===== config.mk =====
export PLATFORM = sky130hd
export DESIGN_NAME = addsub_arbiter
export DESIGN_NICKNAME = d
export VERILOG_FILES = /design/src/rtl/addsub_arbiter.sv
export SDC_FILE = /design/constraint.sdc
export NUM_CORES = 1
export LEC_CHECK = 0
export ABC_AREA = 0
export ABC_CLOCK_PERIOD_IN_PS = 2500
export BUFFER_PORTS_ARGS = -buffer_cell sky130_fd_sc_hd__buf_4
export CORE_MARGIN = 4
export CORE_UTILIZATION = 50
export CTS_CLUSTER_DIAMETER = 200
export DETAILED_ROUTE_END_ITERATION = 10
export PLACE_DENSITY = 0.74
export SYNTH_ARGS = -nofsm -noshare
export SYNTH_HDL_FRONTEND = slang
export SYNTH_SLANG_ARGS = --single-unit

===== constraint.sdc =====
create_clock -name clk -period 2.5 [get_ports clk]
set_input_delay 0.125 -clock clk [delete_from_list [all_inputs] [get_ports clk]]
set_output_delay 0.125 -clock clk [all_outputs]
set_load 0.03 [all_outputs]

===== src/rtl/addsub_arbiter.sv =====
// rtl/addsub_arbiter.sv - round-robin arbiter sharing one add/sub unit between two requesters

// Shared combinational datapath: {cout, sum} = a + (b ^ {WIDTH{sub}}) + sub
module addsub_unit #(
  parameter int WIDTH = 4
) (
  input  logic [WIDTH-1:0] a,
  input  logic [WIDTH-1:0] b,
  input  logic             sub,
  output logic [WIDTH-1:0] sum,
  output logic             cout
);

  logic [WIDTH:0] full;

  assign full = {1'b0, a} + {1'b0, b ^ {WIDTH{sub}}} + {{WIDTH{1'b0}}, sub};
  assign sum  = full[WIDTH-1:0];
  assign cout = full[WIDTH];

endmodule

module addsub_arbiter #(
  parameter int WIDTH = 4
) (
  input  logic             clk,
  input  logic             rst_n,
  input  logic             req0_valid,
  output logic             req0_ready,
  input  logic [WIDTH-1:0] req0_a,
  input  logic [WIDTH-1:0] req0_b,
  input  logic             req0_sub,
  output logic             rsp0_valid,
  input  logic             rsp0_ready,
  output logic [WIDTH-1:0] rsp0_sum,
  output logic             rsp0_cout,
  input  logic             req1_valid,
  output logic             req1_ready,
  input  logic [WIDTH-1:0] req1_a,
  input  logic [WIDTH-1:0] req1_b,
  input  logic             req1_sub,
  output logic             rsp1_valid,
  input  logic             rsp1_ready,
  output logic [WIDTH-1:0] rsp1_sum,
  output logic             rsp1_cout
);

  typedef enum logic [1:0] {
    IDLE = 2'd0,
    EXEC = 2'd1,
    RESP = 2'd2
  } state_t;

  state_t           state;
  state_t           state_nx;
  logic             last_grant;
  logic             owner;
  logic             sel;
  logic             accept;
  logic             rsp_done;
  logic [WIDTH-1:0] a_q;
  logic [WIDTH-1:0] b_q;
  logic             sub_q;
  logic [WIDTH-1:0] u_sum;
  logic             u_cout;

  addsub_unit #(.WIDTH(WIDTH)) u_addsub (
    .a    (a_q),
    .b    (b_q),
    .sub  (sub_q),
    .sum  (u_sum),
    .cout (u_cout)
  );

  // Requester selection: a lone requester wins, a tie goes to the one not granted last
  always_comb begin
    sel = 1'b0;
    if (req0_valid && req1_valid) begin
      sel = ~last_grant;
    end else begin
      sel = req1_valid;
    end
  end

  // Ready is offered only in IDLE and never while reset is held
  assign req0_ready = rst_n && (state == IDLE) && req0_valid && !sel;
  assign req1_ready = rst_n && (state == IDLE) && req1_valid && sel;
  assign accept     = req0_ready || req1_ready;
  assign rsp_done   = owner ? rsp1_ready : rsp0_ready;

  // Next-state logic: IDLE -> EXEC on accept, EXEC -> RESP, RESP -> IDLE on owner handshake
  always_comb begin
    state_nx = state;
    case (state)
      IDLE:    if (accept) state_nx = EXEC;
      EXEC:    state_nx = RESP;
      RESP:    if (rsp_done) state_nx = IDLE;
      default: state_nx = IDLE;
    endcase
  end

  // State register
  always_ff @(posedge clk or negedge rst_n) begin
    if (!rst_n) begin
      state <= IDLE;
    end else begin
      state <= state_nx;
    end
  end

  // Operand latch and grant history, updated at the accept edge
  always_ff @(posedge clk or negedge rst_n) begin
    if (!rst_n) begin
      a_q        <= '0;
      b_q        <= '0;
      sub_q      <= 1'b0;
      owner      <= 1'b0;
      last_grant <= 1'b1;
    end else if (state == IDLE && accept) begin
      a_q        <= sel ? req1_a : req0_a;
      b_q        <= sel ? req1_b : req0_b;
      sub_q      <= sel ? req1_sub : req0_sub;
      owner      <= sel;
      last_grant <= sel;
    end
  end

  // Response registers: capture in EXEC for the owner only, release on the owner's handshake
  always_ff @(posedge clk or negedge rst_n) begin
    if (!rst_n) begin
      rsp0_valid <= 1'b0;
      rsp0_sum   <= '0;
      rsp0_cout  <= 1'b0;
      rsp1_valid <= 1'b0;
      rsp1_sum   <= '0;
      rsp1_cout  <= 1'b0;
    end else if (state == EXEC) begin
      if (owner) begin
        rsp1_valid <= 1'b1;
        rsp1_sum   <= u_sum;
        rsp1_cout  <= u_cout;
      end else begin
        rsp0_valid <= 1'b1;
        rsp0_sum   <= u_sum;
        rsp0_cout  <= u_cout;
      end
    end else if (state == RESP && rsp_done) begin
      if (owner) begin
        rsp1_valid <= 1'b0;
      end else begin
        rsp0_valid <= 1'b0;
      end
    end
  end

endmodule


# Word level (Yosys, flattened, before mapping)
# Cells that the tools add are included.
# totals
regBits	25
inputBits	24
output_inout_bits	14
word_cells	58
# classes
add_sub_neg	2
eq_ne	8
n_mux	16
bitwise	3
n_reduce_logical	17
# op_table
cell	n
$ne 2x2->1 const B	6
$mux 1	11
$logic_and 1x1->1	8
$mux 4	2
$pmux 2 s3	1
$reduce_and 2->1	3
$reduce_and 3->1	2
$add 4x4->5	1
$add 5x1->5	1
$mux 2	2
$xor 4x4->4	1
$eq 2x1->1 const B	1
$eq 2x2->1 const B	1
$logic_not 2->1	1
$not 1->1	2
$reduce_bool 2->1	1
$logic_not 1->1	1
$logic_or 1x1->1	1

# Depth between registers and ports, before layout
# Gate-level depths: netlist of run 1.
# depth
ltp_word	7
depth_mapped	6
ltp_nobuf	6

# Modules after synthesis
# Synthesis of run 1 repeated with hierarchy kept, for this count alone.
# unflattened
cells_unflattened	104
area_unflattened_um2	1287.5
# by_module_without_submodules
module	instances	cells_per_inst	area_per_inst_um2	seq_area_each_um2
addsub_arbiter	1	84	1107.3	626.9
addsub_unit	1	20	180.2	0.0

# Worst setup path before layout of run 1
# OpenSTA, ideal clock, no wires.
# synth_path
path_kind	reg2reg
from	reg sub_q
to	reg rsp0_sum[3]
setup_time_ns	0.069
t_arrival_ns	1.461
required_time_ns	2.431
setup_slack_ns	0.970
stages_incl_launch_ff	6
n_path_buf	0
synth_period_minus_slack_ns	1.530
path_cell_list	dfrtp_1 -> xor2_1 -> ha_1 -> nor4b_1 -> nand4_1 -> nand3_1
# synth_between
elab_chain_len	3
# synth_rtl
item	line	source
start, declared	62	logic sub_q;
start signal, assigned	121	sub_q <= sel ? req1_sub : req0_sub;
$xor 4x4->4	16	assign full = {1'b0, a} + {1'b0, b ^ {WIDTH{sub}}} + {{WIDTH{1'b0}}, sub};
$add 4x4->5	16	
$add 5x1->5 *	16	
end signal, assigned	143	rsp0_sum <= u_sum;
end, declared	34	output logic [WIDTH-1:0] rsp0_sum,
# Every way passes the cells marked *; elsewhere a longest branch is shown, timed or not.
# A chain may end at the register's enable or synchronous reset.

# Worst setup path after layout of run 1
# layout_path
from	in req0_valid
to	out req1_ready
# layout_between
elab_chain_len	3
# layout_rtl
item	line	source
start, declared	27	input logic req0_valid,
$logic_and 1x1->1	77	if (req0_valid && req1_valid) begin
$mux 1	77	
$logic_and 1x1->1	86	assign req1_ready = rst_n && (state == IDLE) && req1_valid && sel;
end, declared	37	output logic req1_ready,
# Every way passes these cells.

==> run_results.csv, run 1 <==
group,metric,value,unit
status,status,"completed",
final_layout,stdcell_count,188,
final_layout,area_growth,23.3,%
worst_setup_path,r2r_slack,0.64,ns
clock_network,post_cts_buffers,0,
synthesis,synth_top_area_frac,0.427,
placed_design,pre_cts_slack,0.652,ns
floorplanning,die_h,61.0,um
floorplanning,die_w,61.0,um
clock_network,clkTransAtPathRegs,0.13,ns
worst_setup_path,rr_worst_depth,3,
detailed_routing,wl,2560,um
global_routing,grt_pass1_vias,986,
power,vdd_drop_max,0.768,mV
synthesis,dominantRegCellSynth,"dfrtp_1",
worst_setup_path,startpoint_type,"input port",
timing,rsz0062_at_grt,"false",
worst_setup_path,crit_arrival,1.86,ns
detailed_routing,via_count,1017,
worst_hold_path,worstHoldStart,"req1_valid",
timing,hold_viol_final,0,
synthesis,syn_avg_cell_area,11.7,sq um
power,power_density,1260,mW/mm^2
clock_network,hold_buffers,2,
detailed_routing,drt.antenna.violating_nets,0,
timing,layout_min_cycle_time,1.99,ns
synthesis,syn_nets,148,
synthesis,synthTopCellsByArea,"dfrtp_1 43%, mux2_4 16%, ha_1 2.7%, o21ai_0 2.5%, xor2_1 2.5%",
global_routing,grt_max_degree,26,
floorplanning,start_util,0.548,
power,p_leak,0.000852,uW
clock_network,clock_latency,0.30,ns
floorplanning,pin_count,38,
timing,final_max_slew_viol_count,0,
synthesis,netlist_top_cells_count,"24 x dfrtp_1, 15 x mux2_4, 8 x nand2_1",
synthesis,synthCells,120,
synthesis,ys_async_sr_fraction,1.00,
global_routing,grt_pass1_wl,4570,um
flow_run,maxCapViolCount,0,
worst_setup_path,end_kind,"primary output",
final_layout,drive_above_1_share,0.392,
placed_design,dpl.hpwl,2030,um
synthesis,ys_seq_area_frac,0.446,
placed_design,port_buffers,37,
final_layout,nFillCells,203,
timing,hold_slack,0.0976,ns
placed_design,dp_cells,182,
floorplanning,core,0.00257,sq mm
timing,max_clock_freq,0.503,GHz
timing,finClkSkew,0.00263,ns
timing,setup_violations,0,
synthesis,yosysMostFrequentCell,"dfrtp_1",
synthesis,synthDominantAreaCellType,"dfrtp_1",
timing,maxSlewHeadroom,0.497,
synthesis,synth-edff-count,0,
detailed_routing,wl_per_cell,13.6,um
global_routing,grt_usage,0.164,
global_routing,grt.overflow.total,0,
worst_setup_path,worstReg2RegEnd,"b_q[3]",
power,power_frac_comb,0.567,
clock_network,h-tree-depth,1,
detailed_routing,dr.pass1.iters,4,
detailed_routing,vias_per_cell,5.41,
power,clkPwrFrac,0.080,
global_routing,antenna_found_initial,0,
timing,worst_slack,0.513,ns
synthesis,ys_types,38,
detailed_routing,drc,0,
worst_hold_path,hold_path.class,"in -> reg",
clock_network,post_cts_resized,0,
clock_network,cts_tree,"done",
placed_design,finalWeightedCongestion,0.766,
synthesis,yosys_register_bits,25,
clock_network,cts_buffers,3,
clock_network,cts-root-buf,"clkbuf_4",
power,p_seq_frac,0.354,
timing,setup-tns-final,0,ns
floorplanning,fp-row-count,18,
worst_setup_path,timing.rr.start,"state[0]",
clock_network,cts_buffer_depth,2,
worst_setup_path,crit_path_max_fanout,11,
power,netSwitchingFraction,0.433,
power,internal_power,1240,uW
clock_network,cts_sinks,25,
synthesis,yosys_warnings,0,
timing,worst_pin_slew,0.751,ns
timing,min_period_over_period,0.795,
detailed_routing,drt_iter0_markers,28,
worst_setup_path,required,2.38,ns
power,p_switching,949,uW
floorplanning,dieArea,0.00373,sq mm
worst_hold_path,whs_endpoint,"last_grant",
final_layout,final_util,0.675,
synthesis,syn_area,0.00141,sq mm
final_layout,diodes,0,
worst_setup_path,crit_type,"in -> out",
final_layout,nets,187,
worst_hold_path,holdPathStages,3,
## flip-flops by register name (all words and copies together) (netlist names)
register,cells
b_q,4
rsp0_cout,1
owner,1
rsp0_sum,4
last_grant,1
a_q,4
state,2
rsp1_cout,1
rsp1_sum,4
rsp1_valid,1
sub_q,1
rsp0_valid,1
## critical path, stage by stage
cell,delay [ns]
dlygate4sd3_1,0.53
buf_4,0.15
a21boi_2,0.60
and2_2,0.29
buf_4,0.16
## power by group through the flow
stage               registers (uW)  clock network [uW]  logic [uW]
global placement               773                   0        1220
global route                   814                 196        1390
finish                         775                 175        1240
CTS                            776                 183        1260
floorplan                      880                   0         829
detailed placement             786                   0        1240
## layout by cell type (no fill, tap or decap), types with 2 or more instances in the layout
| cell type | Yosys | routed |
|---|---|---|
| nor2b_1 | 2 | 2 |
| nand3_1 | 3 | 3 |
| dfrtp_1 | 24 | 24 |
| clkbuf_4 | 0 | 3 |
| inv_1 | 5 | 5 |
| nor2_1 | 5 | 5 |
| nor4bb_1 | 2 | 2 |
| a31oi_1 | 3 | 3 |
| ha_1 | 3 | 3 |
| mux2i_1 | 2 | 2 |
| a21o_1 | 3 | 3 |
| mux2_2 | 2 | 2 |
| o211ai_1 | 2 | 2 |
| a22oi_1 | 2 | 2 |
| nand2_1 | 8 | 8 |
| mux2_4 | 15 | 15 |
| buf_4 | 0 | 38 |
| xor2_1 | 4 | 4 |
| dlygate4sd3_1 | 0 | 2 |
| a21oi_1 | 4 | 4 |
| o21ai_0 | 7 | 7 |
| nand4_1 | 2 | 2 |
## worst max-delay path by stage
| stage | end | start | slack [ns] |
|---|---|---|---|
| finish | req1_ready | req0_valid | 0.51 |
| global route | req1_ready | req0_valid | 0.41 |
| CTS | req1_ready | req0_valid | 0.50 |
| detailed placement | b_q[3] | state[0] | 0.65 |
| global placement | b_q[1] | state[0] | 0.71 |
| floorplan | rsp0_sum[3] | sub_q | 0.97 |
## per-stage QoR
stage	area [sq um]	total power, uW
finish	1730	2190
global route	1730	2400
CTS	1730	2210
detailed placement	1690	2030
global placement	1690	1990
floorplan	1410	1710
## final cells by class
cell class	count	area (sq um)	share of cell area
Clock buffer	4	26.3	0.0152
Inverter	5	18.8	0.0108
Multi-Input combinational cell	84	719	0.415
Sequential cell	25	627	0.361
Tap cell	30	37.5	0.0216
Timing Repair Buffer	40	305	0.176
## cell families after synthesis
family,synth area share
adders and majority gates,0.0409
and+or+nand+nor,0.128
DFF,0.446
buffers and inverters,0.0427
muxes,0.190
xor gates and xnor gates,0.0311
AOI/OAI and AO/OA,0.121
## layer usage
layer,up-vias,global-route usage,part of all wire
met4,0,0.0464,0.0059
met1,471,0.221,0.44
met3,2,0.0273,0.065
met5,-,0,0
met2,32,0.270,0.49
li1,512,-,-
Power figures use the tool's default switching activity.
==> inputs of run 2 (changes only) <==
--- a/config.mk
+++ b/config.mk
@@ -6,7 +6,7 @@
 export NUM_CORES = 1
 export LEC_CHECK = 0
 export ABC_AREA = 0
-export ABC_CLOCK_PERIOD_IN_PS = 2500
+export ABC_CLOCK_PERIOD_IN_PS = 1900
 export BUFFER_PORTS_ARGS = -buffer_cell sky130_fd_sc_hd__buf_4
 export CORE_MARGIN = 4
 export CORE_UTILIZATION = 50
==> constraint.sdc (replaced) <==
create_clock -name clk -period 1.9 [get_ports clk]
set_input_delay 0.095 -clock clk [delete_from_list [all_inputs] [get_ports clk]]
set_output_delay 0.095 -clock clk [all_outputs]
set_load 0.03 [all_outputs]
==> run 2 against run 1 <==
Net effect: die area stayed put; combinational power up 40%; non-clock buffer count up 4; cell count up 2.1%; sequential share of layout area shrank 0.89 points; first-iteration DRC count increased by 61%; via count increased by 2.1%; clock power grew 38%; core utilization grew 1.7 points; register-to-register slack got worse by 0.58 ns; worst setup slack got worse by 0.45 ns; critical path depth is the same; critical path type is now reg -> reg.
==> run_results.csv, run 2 (synthesis results as in run 1) <==
group,metric,value,unit
final_layout,multiInputGateArea,719,sq um
clock_network,cts_buffer_depth,2,
worst_setup_path,r2r_slack,0.06,ns
detailed_routing,drt.antenna.violating_nets,0,
floorplanning,die_w,61.0,um
floorplanning,dieArea,0.00373,sq mm
clock_network,post_cts_buffers,0,
timing,finClkSkew,0.0165,ns
timing,layout_min_cycle_time,1.84,ns
worst_setup_path,crit_path_max_fanout,5,
floorplanning,core,0.00257,sq mm
global_routing,antenna_found_initial,0,
clock_network,h-tree-depth,1,
global_routing,grt_usage,0.177,
global_routing,grt_pass1_wl,4900,um
final_layout,final_common_cell,"buf_4",
worst_setup_path,required,2.17,ns
floorplanning,die_h,61.0,um
clock_network,cts_buffers,3,
timing,hold_viol_final,0,
worst_setup_path,startpoint,"sub_q",
clock_network,clock_latency,0.32,ns
power,vdd_drop_max,1.16,mV
detailed_routing,dr.pass1.iters,4,
power,p_leak,0.000879,uW
worst_hold_path,whs_endpoint,"last_grant",
floorplanning,start_util,0.548,
worst_hold_path,worstHoldStart,"req1_valid",
timing,hold_slack,0.0523,ns
final_layout,drive_above_1_share,0.414,
flow_run,maxCapViolCount,0,
final_layout,final_cell_mix,"41 x buf_4, 24 x dfrtp_1, 15 x mux2_4",
worst_setup_path,end_kind,"flip-flop",
clock_network,clkTransAtPathRegs,0.15,ns
timing,final_max_slew_viol_count,0,
placed_design,dpl.hpwl,2160,um
clock_network,post_cts_resized,0,
global_routing,grt_pass1_vias,1068,
worst_setup_path,crit_type,"reg -> reg",
power,power_density,1670,mW/mm^2
timing,min_period_over_period,0.966,
timing,worst_pin_slew,0.515,ns
final_layout,area_growth,26.4,%
detailed_routing,drt_iter0_markers,45,
status,status,"completed",
detailed_routing,wl,2770,um
timing,max_clock_freq,0.545,GHz
timing,worst_slack,0.0648,ns
final_layout,nFillCells,207,
worst_setup_path,crit_arrival,2.11,ns
worst_setup_path,worstReg2RegEnd,"rsp0_sum[3]",
floorplanning,fp-row-count,18,
timing,maxSlewHeadroom,0.652,
detailed_routing,via_count,1038,
timing,setup_violations,0,
final_layout,nets,191,
global_routing,grt.overflow.total,0,
clock_network,cts_tree,"done",
worst_hold_path,holdPathStages,3,
worst_hold_path,hold_path.class,"in -> reg",
placed_design,pre_cts_slack,0.128,ns
clock_network,cts-root-buf,"clkbuf_4",
global_routing,grt_max_degree,26,
detailed_routing,drc,0,
final_layout,diodes,0,
timing,rsz0062_at_grt,"true",
clock_network,cts_sinks,25,
detailed_routing,vias_per_cell,5.41,
placed_design,dp_cells,186,
worst_setup_path,timing.rr.start,"sub_q",
worst_setup_path,rr_worst_depth,5,
final_layout,stdcell_count,192,
placed_design,port_buffers,37,
floorplanning,pin_count,38,
detailed_routing,wl_per_cell,14.4,um
power,total_power,2970,uW
worst_setup_path,startpoint_type,"flip-flop",
final_layout,seqCellArea,627,sq um
placed_design,finalWeightedCongestion,0.818,
==> run 2: metrics by stage <==
stage          cell area (sq um)   util  TNS [ns]
5_1_grt                     1780  0.692   -0.0888
3_5_place_dp                1730  0.674         0
3_3_place_gp                1730  0.674         0
6_report                    1780  0.692         0
2_1_floorplan               1410      -         0
4_1_cts                     1780  0.692         0
==> run 2: worst max path at each step <==
stage / endpoint / slack, ns / depth (start not counted)
4_1_cts: rsp0_sum[3] / 0.08 / 5
6_report: rsp0_sum[3] / 0.06 / 5
3_3_place_gp: rsp0_sum[3] / 0.22 / 5
2_1_floorplan: rsp0_sum[3] / 0.37 / 5
3_5_place_dp: rsp0_sum[3] / 0.13 / 5
5_1_grt: rsp1_sum[3] / -0.05 / 5
==> run 2: report_power, final <==
group	internal, uW	switching [uW]
clock	78.7	164
combinational	812	926
sequential	783	206
==> run 2: per-layer routing <==
metal  up-vias  part of all wire  track usage
li1        513                 -            -
met2        30              0.50        0.292
met5         -                 0            0
met4         0            0.0054       0.0464
met3         2             0.048       0.0252
met1       493              0.45        0.244
==> run 2: repair_timing <==
item	in CTS	in global routing
setup endpoints to repair	0	2
hold buffers	2	0
hold endpoints to repair	25	0
==> run 2: area by class of cell <==
type / count / share of cell area
Clock buffer: 3 / 0.0127
Clock inverter: 1 / 0.00281
Inverter: 5 / 0.0106
Multi-Input combinational cell: 84 / 0.405
Sequential cell: 25 / 0.353
Tap cell: 30 / 0.0211
Timing Repair Buffer: 44 / 0.196
==> run 2: worst max-delay path: stages, from the launching register on <==
cell     delay, ns
dfrtp_1       0.48
xor2_1        0.19
ha_1          0.33
nor4b_1       0.52
nand4_1       0.16
nand3_1       0.10
